<file path="src/rtl/u409_autoconfig_ctrl.sv">
// u409_autoconfig_ctrl
// AUTOCONFIG sequencer for the U409 logical boards (PCI bridge, LIDE/ATA and,
// optionally, the Prometheus Z3 window). Answers CPU cycles in $00E8xxxx,
// serves each board's expansion nibble ROM and latches the assigned bases.
//
// Build option: define PROMETHEUS_EN to include the Prometheus (Z3) board.
// Without it the chain is BRIDGE -> LIDE -> DONE and PRO_BASE is tied to 0.
//
// Bus handshake: a cycle starts when TSn is sampled low with AC_SPACE high,
// CONFIGn_IN low and boards still unconfigured. Exactly one TACK pulse
// answers it two clocks after the start edge, D_OE rides with TACK on reads,
// and TSn seen while a cycle is in flight is dropped (no queueing).
`timescale 1ns/1ps

module u409_autoconfig_ctrl #(
   parameter logic [15:0] MFG_ID      = 16'h0A1C,
   parameter logic [7:0]  PROD_BRIDGE = 8'h01,
   parameter logic [7:0]  PROD_LIDE   = 8'h02,
   parameter logic [7:0]  PROD_PRO    = 8'h03
) (
   input  logic        CLK40,
   input  logic        RESET,
   input  logic        AC_SPACE,
   input  logic        TSn,
   input  logic        RnW,
   input  logic [7:1]  A,
   input  logic        CONFIGn_IN,
   input  logic [31:24] D_IN,
   output logic [31:28] D_OUT,
   output logic        D_OE,
   output logic        TACK,
   output logic [7:0]  BRIDGE_BASE,
   output logic [7:1]  LIDE_BASE,
   output logic [3:0]  PRO_BASE,
   output logic        CONFIGURED,
   output logic        CONFIGn_OUT,
   output logic [1:0]  DBG_STATE,
   output logic [1:0]  DBG_DEV
);

   typedef enum logic [1:0] {ST_IDLE = 2'd0, ST_WAIT = 2'd1, ST_ACK = 2'd2} state_t;
   typedef enum logic [1:0] {DEV_BRIDGE = 2'd0, DEV_LIDE = 2'd1, DEV_PRO = 2'd2, DEV_DONE = 2'd3} dev_t;

   // Register offsets (A[7:1]) of the writable AUTOCONFIG registers.
   localparam logic [7:1] OFF_Z3_BASE = 7'h22; // $44
   localparam logic [7:1] OFF_BASE_HI = 7'h24; // $48
   localparam logic [7:1] OFF_BASE_LO = 7'h25; // $4A
   localparam logic [7:1] OFF_SHUTUP  = 7'h26; // $4C

   // Input sample stage: every bus input is registered before use.
   logic       ts_q, ts_d;
   logic       ac_q, ac_d;
   logic       cfgn_q, cfgn_d;
   logic       rnw_in_q, rnw_in_d;
   logic [7:1] a_in_q, a_in_d;
   logic [3:0] din_in_q, din_in_d;

   // Cycle latches, FSM and configuration state.
   state_t     state_q, state_d;
   dev_t       dev_q, dev_d;
   logic       cyc_rnw_q, cyc_rnw_d;
   logic [7:1] cyc_a_q, cyc_a_d;
   logic [3:0] cyc_din_q, cyc_din_d;
   logic [3:0] pend_q, pend_d;
   logic [7:0] bridge_base_q, bridge_base_d;
   logic [6:0] lide_base_q, lide_base_d;
   logic [3:0] pro_base_q, pro_base_d;
   logic       tack_q, tack_d;
   logic       d_oe_q, d_oe_d;
   logic [3:0] d_out_q, d_out_d;
   logic       configured_q, configured_d;
   logic       confign_out_q, confign_out_d;

   logic [3:0] rom_nib;
   logic       unused_din;

   // Low data byte bits are not part of any AUTOCONFIG register.
   assign unused_din = ^D_IN[27:24];

   // Board that follows the given one in the chain.
   function automatic dev_t next_dev(input dev_t dev);
      dev_t nxt;
      case (dev)
         DEV_BRIDGE: nxt = DEV_LIDE;
`ifdef PROMETHEUS_EN
         DEV_LIDE:   nxt = DEV_PRO;
`else
         DEV_LIDE:   nxt = DEV_DONE;
`endif
         default:    nxt = DEV_DONE;
      endcase
      return nxt;
   endfunction

   // ROM byte of the active board; byte index is the register offset / 4.
   function automatic logic [7:0] rom_byte(input dev_t dev, input logic [5:0] idx);
      logic [7:0] b;
      b = 8'h00;
      case (idx)
         6'h00: begin
            case (dev)
               DEV_BRIDGE: b = 8'hC1;
               DEV_LIDE:   b = 8'hD2;
`ifdef PROMETHEUS_EN
               DEV_PRO:    b = 8'h84;
`endif
               default:    b = 8'h00;
            endcase
         end
         6'h01: begin
            case (dev)
               DEV_BRIDGE: b = PROD_BRIDGE;
               DEV_LIDE:   b = PROD_LIDE;
`ifdef PROMETHEUS_EN
               DEV_PRO:    b = PROD_PRO;
`endif
               default:    b = 8'h00;
            endcase
         end
`ifdef PROMETHEUS_EN
         6'h02: b = (dev == DEV_PRO) ? 8'h20 : 8'h00;
`endif
         6'h04: b = MFG_ID[15:8];
         6'h05: b = MFG_ID[7:0];
         default: b = 8'h00;
      endcase
      return b;
   endfunction

`ifndef PROMETHEUS_EN
   logic [7:0] unused_prod;
   assign unused_prod = PROD_PRO;
`endif

   // Nibble lookup: A[1] picks the low nibble; only er_Type ($00/$02) reads true.
   always_comb begin
      logic [7:0] b;
      logic [3:0] n;
      b = rom_byte(dev_q, cyc_a_q[7:2]);
      n = cyc_a_q[1] ? b[3:0] : b[7:4];
      rom_nib = (cyc_a_q[7:2] == 6'h00) ? n : ~n;
   end

   // Next-state, cycle handling and write application.
   always_comb begin
      ts_d          = ~TSn;
      ac_d          = AC_SPACE;
      cfgn_d        = CONFIGn_IN;
      rnw_in_d      = RnW;
      a_in_d        = A;
      din_in_d      = D_IN[31:28];
      state_d       = state_q;
      dev_d         = dev_q;
      cyc_rnw_d     = cyc_rnw_q;
      cyc_a_d       = cyc_a_q;
      cyc_din_d     = cyc_din_q;
      pend_d        = pend_q;
      bridge_base_d = bridge_base_q;
      lide_base_d   = lide_base_q;
      pro_base_d    = pro_base_q;
      tack_d        = 1'b0;
      d_oe_d        = 1'b0;
      d_out_d       = 4'h0;

      case (state_q)
         ST_IDLE: begin
            if (ts_q && ac_q && !cfgn_q && (dev_q != DEV_DONE)) begin
               cyc_rnw_d = rnw_in_q;
               cyc_a_d   = a_in_q;
               cyc_din_d = din_in_q;
               state_d   = ST_WAIT;
            end
         end
         ST_WAIT: begin
            state_d = ST_ACK;
            tack_d  = 1'b1;
            d_oe_d  = cyc_rnw_q;
            if (cyc_rnw_q) begin
               d_out_d = rom_nib;
            end
         end
         ST_ACK: begin
            state_d = ST_IDLE;
            if (!cyc_rnw_q) begin
               case (cyc_a_q)
                  OFF_BASE_LO: begin
                     if ((dev_q == DEV_BRIDGE) || (dev_q == DEV_LIDE)) begin
                        pend_d = cyc_din_q;
                     end
                  end
                  OFF_BASE_HI: begin
                     if (dev_q == DEV_BRIDGE) begin
                        bridge_base_d = {cyc_din_q, pend_q};
                        dev_d         = next_dev(dev_q);
                     end else if (dev_q == DEV_LIDE) begin
                        lide_base_d = {cyc_din_q, pend_q[3:1]};
                        dev_d       = next_dev(dev_q);
                     end
                  end
`ifdef PROMETHEUS_EN
                  OFF_Z3_BASE: begin
                     if (dev_q == DEV_PRO) begin
                        pro_base_d = cyc_din_q;
                        dev_d      = next_dev(dev_q);
                     end
                  end
`endif
                  OFF_SHUTUP: dev_d = next_dev(dev_q);
                  default: ;
               endcase
            end
         end
         default: state_d = ST_IDLE;
      endcase

      configured_d  = (dev_d == DEV_DONE);
      confign_out_d = (dev_d != DEV_DONE);
   end

   // State and output registers; synchronous reset aborts any cycle in flight.
   always_ff @(posedge CLK40) begin
      if (RESET) begin
         ts_q          <= 1'b0;
         ac_q          <= 1'b0;
         cfgn_q        <= 1'b1;
         rnw_in_q      <= 1'b1;
         a_in_q        <= '0;
         din_in_q      <= '0;
         state_q       <= ST_IDLE;
         dev_q         <= DEV_BRIDGE;
         cyc_rnw_q     <= 1'b1;
         cyc_a_q       <= '0;
         cyc_din_q     <= '0;
         pend_q        <= '0;
         bridge_base_q <= '0;
         lide_base_q   <= '0;
         pro_base_q    <= '0;
         tack_q        <= 1'b0;
         d_oe_q        <= 1'b0;
         d_out_q       <= '0;
         configured_q  <= 1'b0;
         confign_out_q <= 1'b1;
      end else begin
         ts_q          <= ts_d;
         ac_q          <= ac_d;
         cfgn_q        <= cfgn_d;
         rnw_in_q      <= rnw_in_d;
         a_in_q        <= a_in_d;
         din_in_q      <= din_in_d;
         state_q       <= state_d;
         dev_q         <= dev_d;
         cyc_rnw_q     <= cyc_rnw_d;
         cyc_a_q       <= cyc_a_d;
         cyc_din_q     <= cyc_din_d;
         pend_q        <= pend_d;
         bridge_base_q <= bridge_base_d;
         lide_base_q   <= lide_base_d;
         pro_base_q    <= pro_base_d;
         tack_q        <= tack_d;
         d_oe_q        <= d_oe_d;
         d_out_q       <= d_out_d;
         configured_q  <= configured_d;
         confign_out_q <= confign_out_d;
      end
   end

   assign TACK        = tack_q;
   assign D_OE        = d_oe_q;
   assign D_OUT       = d_out_q;
   assign BRIDGE_BASE = bridge_base_q;
   assign LIDE_BASE   = lide_base_q;
`ifdef PROMETHEUS_EN
   assign PRO_BASE    = pro_base_q;
`else
   assign PRO_BASE    = 4'h0;
   logic [3:0] unused_pro_base;
   assign unused_pro_base = pro_base_q;
`endif
   assign CONFIGURED  = configured_q;
   assign CONFIGn_OUT = confign_out_q;
   assign DBG_STATE   = state_q;
   assign DBG_DEV     = dev_q;

endmodule
</file>
<file path="config.mk">
export PLATFORM = sky130hd
export DESIGN_NAME = u409_autoconfig_ctrl
export DESIGN_NICKNAME = d
export VERILOG_FILES = /design/src/rtl/u409_autoconfig_ctrl.sv
export SDC_FILE = /design/constraint.sdc
export NUM_CORES = 1
export LEC_CHECK = 0
export BUFFER_PORTS_ARGS = -buffer_cell sky130_fd_sc_hd__buf_4
export CORE_AREA = 2 2 75 77
export DETAILED_ROUTE_END_ITERATION = 8
export DIE_AREA = 0 0 77 79
export PLACE_DENSITY = 0.69
export SETUP_SLACK_MARGIN = 0.1
export SLEW_MARGIN = 20
export SYNTH_ARGS = -nofsm -noshare
export SYNTH_HDL_FRONTEND = slang
export SYNTH_SLANG_ARGS = --single-unit
</file>
<file path="constraint.sdc">
create_clock -name CLK40 -period 1.4 [get_ports CLK40]
set_input_delay 0.14 -clock CLK40 [delete_from_list [all_inputs] [get_ports CLK40]]
set_output_delay 0.14 -clock CLK40 [all_outputs]
set_load 0.02 [all_outputs]
</file>
Word level (Yosys, flattened, before mapping)
Cells that the tools add are included.
{"block": "word_totals", "regBits": 58, "in_bits": 21, "elab_cells": 65}
{"block": "op_classes", "eq_ne": 13, "muxes": 14, "bitwise": 5, "n_reduce_logical": 14}
{"operator": "$pmux 8 s4", "count": 1}
{"operator": "$eq 7x6->1 const B", "count": 3}
{"operator": "$pmux 8 s2", "count": 1}
{"operator": "$eq 6x3->1 const B", "count": 2}
{"operator": "$mux 2", "count": 6}
{"operator": "$pmux 2 s2", "count": 3}
{"operator": "$mux 4", "count": 2}
{"operator": "$reduce_and 4->1", "count": 2}
{"operator": "$eq 6x1->1 const B", "count": 1}
{"operator": "$logic_not 6->1", "count": 1}
{"operator": "$ne 2x2->1 const B", "count": 3}
{"operator": "$reduce_and 5->1", "count": 1}
{"operator": "$eq 2x1->1 const B", "count": 2}
{"operator": "$eq 2x2->1 const B", "count": 2}
{"operator": "$logic_not 2->1", "count": 2}
{"operator": "$not 1->1", "count": 4}
{"operator": "$not 4->4", "count": 1}
{"operator": "$logic_and 1x1->1", "count": 3}
{"operator": "$reduce_or 3->1", "count": 1}
{"operator": "$reduce_and 2->1", "count": 1}
{"operator": "$reduce_or 2->1", "count": 1}
{"operator": "$logic_not 1->1", "count": 1}
{"operator": "$logic_or 1x1->1", "count": 1}
{"operator": "$mux 1", "count": 1}

Depth between registers and ports, before layout
{"block": "depth", "depth_word": 7, "ltp_mapped": 4}

Least setup slack after synthesis
No wires, ideal clock.
{"block": "synth_timing", "path_kind": "reg2reg", "startpoint": "register state_q[1] (netlist: DBG_STATE[1])", "endpoint": "register bridge_base_q[0] (netlist: BRIDGE_BASE[0])", "setup_ps": 127, "t_arrival_ps": 1397, "t_required_ps": 1273, "path_slack_ps": -124, "path_stages_with_launch": 4, "path_buffers": 0, "synth_period_minus_slack_ps": 1524, "path_cell_list": "dfxtp_1 nor4b_4 nand4_2 mux2i_1"}
{"block": "synth_via", "elab_chain_cells": 2}
{"item": "from (decl)", "line": "59", "text": "state_t state_q, state_d;"}
{"item": "from (signal assigned)", "line": "250", "text": "state_q <= state_d;"}
{"item": "$eq 2x2->1", "line": "165", "text": "case (state_q)"}
{"item": "$reduce_and 4->1 (no source line)"}
{"item": "to (signal assigned)", "line": "256", "text": "bridge_base_q <= bridge_base_d;"}
{"item": "to (decl)", "line": "65", "text": "logic [7:0] bridge_base_q, bridge_base_d;"}
Every way passes these cells.
A chain may end at the register's enable or synchronous reset.

Worst setup path in the final report
{"block": "layout_timing", "startpoint": "register cyc_a_q[7] in the netlist's numbering", "endpoint": "register bridge_base_q[1] (netlist: BRIDGE_BASE[1])"}
{"block": "layout_via", "elab_chain_cells": 2}
{"item": "from (decl)", "line": "62", "text": "logic [7:1] cyc_a_q, cyc_a_d;"}
{"item": "from (signal assigned)", "line": "253", "text": "cyc_a_q <= cyc_a_d;"}
{"item": "$eq 7x6->1", "line": "185", "text": "case (cyc_a_q)"}
{"item": "$reduce_and 4->1 (no source line)"}
Every way passes these cells.

==> report_table.html <==
<table>
<tr><th>Metric</th><th>Value</th></tr>
<tr><th colspan="2">Run status</th></tr>
<tr><td>Status</td><td>finished clean</td></tr>
<tr><th colspan="2">Critical path</th></tr>
<tr><td>Cell Chain, Critical Path</td><td>nor4b_4 &gt; buf_4 &gt; nand4_4 &gt; mux2i_1</td></tr>
<tr><td>Signal arrival time at the worst endpoint</td><td>1.55 ns</td></tr>
<tr><td>Kind of cell adding the most delay to the critical path</td><td>simple AND/OR/NAND/NOR gates</td></tr>
<tr><td>R2R Path End</td><td>BRIDGE_BASE[1]</td></tr>
<tr><td>Type of origin of the critical path</td><td>flip-flop</td></tr>
<tr><td>Worst setup slack for register-to-register paths</td><td>0.06 ns</td></tr>
<tr><td>Crit path buffers/inverters</td><td>1</td></tr>
<tr><td>Library cell contributing the largest single delay on the critical path</td><td>dfxtp_2</td></tr>
<tr><td>Critical Path Fanout Max</td><td>8</td></tr>
<tr><td>Category of the worst setup path capture point</td><td>flip-flop</td></tr>
<tr><td>Required time of the critical path</td><td>1.61 ns</td></tr>
<tr><td>Critical path class</td><td>flip-flop to flip-flop</td></tr>
<tr><td>Reg2reg start</td><td>cyc_a_q[7]</td></tr>
<tr><td>Cell depth of the worst flop-to-flop path</td><td>4</td></tr>
<tr><td>Highest cell delay on the worst timing path</td><td>0.34 ns</td></tr>
<tr><th colspan="2">Flow run</th></tr>
<tr><td>Max_cap viols</td><td>0</td></tr>
<tr><th colspan="2">Clock network</th></tr>
<tr><td>Cts bufs inserted</td><td>9</td></tr>
<tr><td>Buffer type at the clock tree root</td><td>clkbuf_8</td></tr>
<tr><td>CTS H-tree lvls</td><td>3</td></tr>
<tr><td>Clock transition time at the flip-flop clock pins of the worst setup and hold paths</td><td>0.06 ns</td></tr>
<tr><td>Max Buffers Root-to-Sink</td><td>2</td></tr>
<tr><td>Clock tree from TritonCTS</td><td>yes</td></tr>
<tr><td>TritonCTS sink count</td><td>58</td></tr>
<tr><td>Latest clock arrival within the worst-skew pair</td><td>0.33 ns</td></tr>
<tr><th colspan="2">Floorplan</th></tr>
<tr><td>Full die area</td><td>6083 um^2</td></tr>
<tr><td>Std-Cell Rows</td><td>27</td></tr>
<tr><td>Area of the core</td><td>5338 um^2</td></tr>
<tr><td>Starting utilization of the core area</td><td>42.15%</td></tr>
<tr><td>Die Wd</td><td>77 um</td></tr>
<tr><td>Die height</td><td>79 um</td></tr>
<tr><td># IOs</td><td>52</td></tr>
<tr><th colspan="2">Synth</th></tr>
<tr><td>Number of enable-type register cells in the synthesized netlist</td><td>0</td></tr>
<tr><td>Count leader, synth</td><td>dfxtp_1</td></tr>
<tr><td>Top cell types by occurrence after synthesis</td><td>dfxtp_1 (58), nand2b_1 (26), mux2i_1 (19)</td></tr>
<tr><td>Area share of the leading cell type in the synthesized netlist</td><td>51.61%</td></tr>
<tr><td>Yosys warnings</td><td>0</td></tr>
<tr><td>Post-synthesis cell area</td><td>2250 um^2</td></tr>
<tr><td>Cell type with the largest total area after synthesis</td><td>dfxtp_1</td></tr>
<tr><td>Average cell area after synthesis</td><td>10.13 um^2</td></tr>
<tr><td>Top area cells in the synthesized netlist</td><td>dfxtp_1 (52%), mux2i_1 (8.5%), nand2b_1 (7.2%), nor2b_1 (3.3%), a21oi_1 (2.9%)</td></tr>
<tr><td>Synthesized instance count</td><td>222</td></tr>
<tr><td>Sequential cell area fraction in the yosys report</td><td>51.61%</td></tr>
<tr><td>Share of synthesized registers carrying an async set or reset</td><td>0%</td></tr>
<tr><td>Yosys reg bits</td><td>58</td></tr>
<tr><td>Post-synth cell types</td><td>41</td></tr>
<tr><td>Primary FF master, synth</td><td>dfxtp_1</td></tr>
<tr><th colspan="2">STA</th></tr>
<tr><td>Worst Skew</td><td>0.007005 ns</td></tr>
<tr><td>Final setup fails</td><td>0</td></tr>
<tr><td>Final Hold Viols</td><td>0</td></tr>
<tr><td>Unrepaired setup endpoints after global routing</td><td>yes</td></tr>
<tr><td>Period utilization</td><td>96.04%</td></tr>
<tr><td>Minimum clock period after layout</td><td>1.345 ns</td></tr>
<tr><td>Upper clock frequency limit</td><td>743.8 MHz</td></tr>
<tr><td>Slew Viols, Final</td><td>0</td></tr>
<tr><th colspan="2">Global route</th></tr>
<tr><td>Global-route wire length before repair</td><td>7.396 mm</td></tr>
<tr><td>Antenna violations before repair</td><td>0</td></tr>
<tr><td>Number of global-route vias before repair</td><td>1,642</td></tr>
<tr><td>Global route total overflow</td><td>0</td></tr>
<tr><td>Global-route usage over all layers</td><td>15.66%</td></tr>
<tr><td>Pin count of the biggest net entering global routing</td><td>39</td></tr>
<tr><th colspan="2">Worst hold path</th></tr>
<tr><td>Hold-critical path depth</td><td>2</td></tr>
<tr><td>Destination of the worst hold path</td><td>a_in_q[4]</td></tr>
<tr><td>Beginning of the worst hold path</td><td>A[4]</td></tr>
<tr><td>Class of the tightest hold or removal check</td><td>input port to flip-flop</td></tr>
<tr><th colspan="2">Cells and area</th></tr>
<tr><td>Storage cell area</td><td>1180 um^2</td></tr>
<tr><td>Combined area of the multi-input logic cells</td><td>1050 um^2</td></tr>
<tr><td>Number of nets in the finished design</td><td>304</td></tr>
<tr><td>Share of cells above drive strength 1</td><td>34.03%</td></tr>
<tr><td>Area growth syn-to-layout</td><td>38.71%</td></tr>
<tr><td>Post-route cell area</td><td>3120 um^2</td></tr>
<tr><td>Ant diodes</td><td>0</td></tr>
<tr><td>Filler Cells Inserted</td><td>503</td></tr>
<tr><th colspan="2">Power</th></tr>
<tr><td>Relative contribution of the clock network to total power</td><td>51.8%</td></tr>
<tr><td>Switching fraction of total power</td><td>18.29%</td></tr>
<tr><td>Switching power of the nets</td><td>689.9 uW</td></tr>
<tr><td>Internal power component</td><td>3.082 mW</td></tr>
<tr><td>Worst ir drop on vdd</td><td>650.6 uV</td></tr>
<tr><td>Total power</td><td>3.772 mW</td></tr>
<tr><td>Pwr/cell area</td><td>1209 nW/um^2</td></tr>
<tr><td>Leakage power figure</td><td>1.324 nW</td></tr>
<tr><td>Comb power frac</td><td>3.6%</td></tr>
<tr><td>Reg power frac</td><td>44.6%</td></tr>
<tr><th colspan="2">Detailed routing</th></tr>
<tr><td>DRC Markers</td><td>0</td></tr>
<tr><td>Routed wirelength normalized by instance count</td><td>12.18 um</td></tr>
<tr><td>Routed via count</td><td>1,728</td></tr>
<tr><td>Number of DRC markers after the initial detailed-route iteration</td><td>95</td></tr>
<tr><td>Wire length reported by the detailed router</td><td>4.384 mm</td></tr>
<tr><td>Total iterations of the first detailed-routing run</td><td>4</td></tr>
<tr><td>Average via count per standard cell</td><td>4.800</td></tr>
<tr><td>Antenna-violating nets left</td><td>0</td></tr>
<tr><th colspan="2">Placement</th></tr>
<tr><td>Number of buffers added on ports</td><td>43</td></tr>
<tr><td>Detailed-placement wirelength estimate</td><td>2.910 mm</td></tr>
<tr><td>Weighted congestion at the end of routability-driven global placement</td><td>0.7562</td></tr>
<tr><td>Placed Area</td><td>2724 um^2</td></tr>
</table>
worst max path at each step:
stage / cells past startpoint / end / startpoint
2_1_floorplan: 3 / pend_q[0] / DBG_STATE[1]
5_1_grt: 4 / BRIDGE_BASE[1] / cyc_a_q[7]
6_report: 4 / BRIDGE_BASE[1] / cyc_a_q[7]
3_3_place_gp: 4 / pend_q[1] / DBG_STATE[0]
3_5_place_dp: 4 / pend_q[1] / DBG_STATE[0]
4_1_cts: 4 / BRIDGE_BASE[1] / cyc_a_q[4]
stage by stage:
step	TNS, ns	hold slack (ns)	instances	util [%]	worst slack [ns]
global placement	-0.02478	0.2914	336	51.03	-0.007337
global route	-0.008621	0.002989	360	58.46	-0.008621
detailed placement	-0.2944	0.2931	336	51.03	-0.04807
floorplan	0	0.2067	225	-	0.03113
finish	0	0.01465	360	58.46	0.05548
CTS	0	0.0008142	359	57.71	0.03233
sequential cells by signal, indices dropped and copies added (netlist names), 2 cells and up:
register	flops
DBG_STATE	2
DBG_DEV	2
a_in_q	7
LIDE_BASE	7
cyc_a_q	7
pend_q	4
din_in_q	4
cyc_din_q	4
D_OUT	4
BRIDGE_BASE	8
kinds of logic after synthesis:
family | after synthesis | synth area share, %
buf+inv | 22 | 4.505
other cells | 1 | 0.1667
flops | 58 | 51.61
simple gates | 82 | 24.31
compound gates | 40 | 10.96
mux | 19 | 8.454
metal layers:
metal  track usage, %  routed length [um]  share of wire, %  vias to the layer above
met5                0                   0                 0                        -
met4            9.286                  90               2.1                        0
met3            5.341                 195               4.4                        7
met2            25.79                2122                48                       36
met1            17.67                1976                45                      791
li1                 -                   -                 -                      894
layout make-up:
cell class,count,share of cell area [%]
Inverter,3,0.3609
Tap cell,72,2.887
Clock inverter,4,3.047
Timing Repair Buffer,66,16.92
Multi-Input combinational cell,145,33.64
Clock buffer,12,5.333
Sequential cell,58,37.81
worst register-to-register path: stages, from the launching register on:
cell and delay, ns:
dfxtp_2 0.34, nor4b_4 0.28, buf_4 0.19, nand4_4 0.22, mux2i_1 0.19
layout by cell type (no fill, tap or decap), types with 2 or more instances in the layout:
cell,n
buf_4,58
dfxtp_1,47
nand2b_1,26
mux2i_1,19
a21oi_1,13
nand3_1,12
nor2b_1,12
o21ai_0,11
clkbuf_8,10
dfxtp_2,9
nor2_1,6
nor3b_1,5
dlygate4sd3_1,5
a31oi_1,4
conb_1,4
inv_1,3
bufinv_16,3
dfxtp_4,2
nand4bb_1,2
or2_2,2
nor4b_4,2
nand2_1,2
nand4_1,2
o211ai_1,2
buf_6,2
power groups by stage:
| stage | Clock, mW | Combinational, mW | Sequential, mW |
|---|---|---|---|
| floorplan | 0 | 0.0794 | 1.72 |
| global placement | 0 | 0.123 | 1.72 |
| detailed placement | 0 | 0.124 | 1.72 |
| CTS | 2.00 | 0.133 | 1.68 |
| global route | 2.08 | 0.149 | 1.68 |
| finish | 1.95 | 0.135 | 1.68 |
timing repair:
item	in CTS	in global routing
hold buffers	4	1
pin swaps	5	3
setup endpoints to repair	22	26
gates resized for setup	5	9
buffers inserted	3	0
endpoints found under the hold margin	4	1
Power figures use the tool's default switching activity.
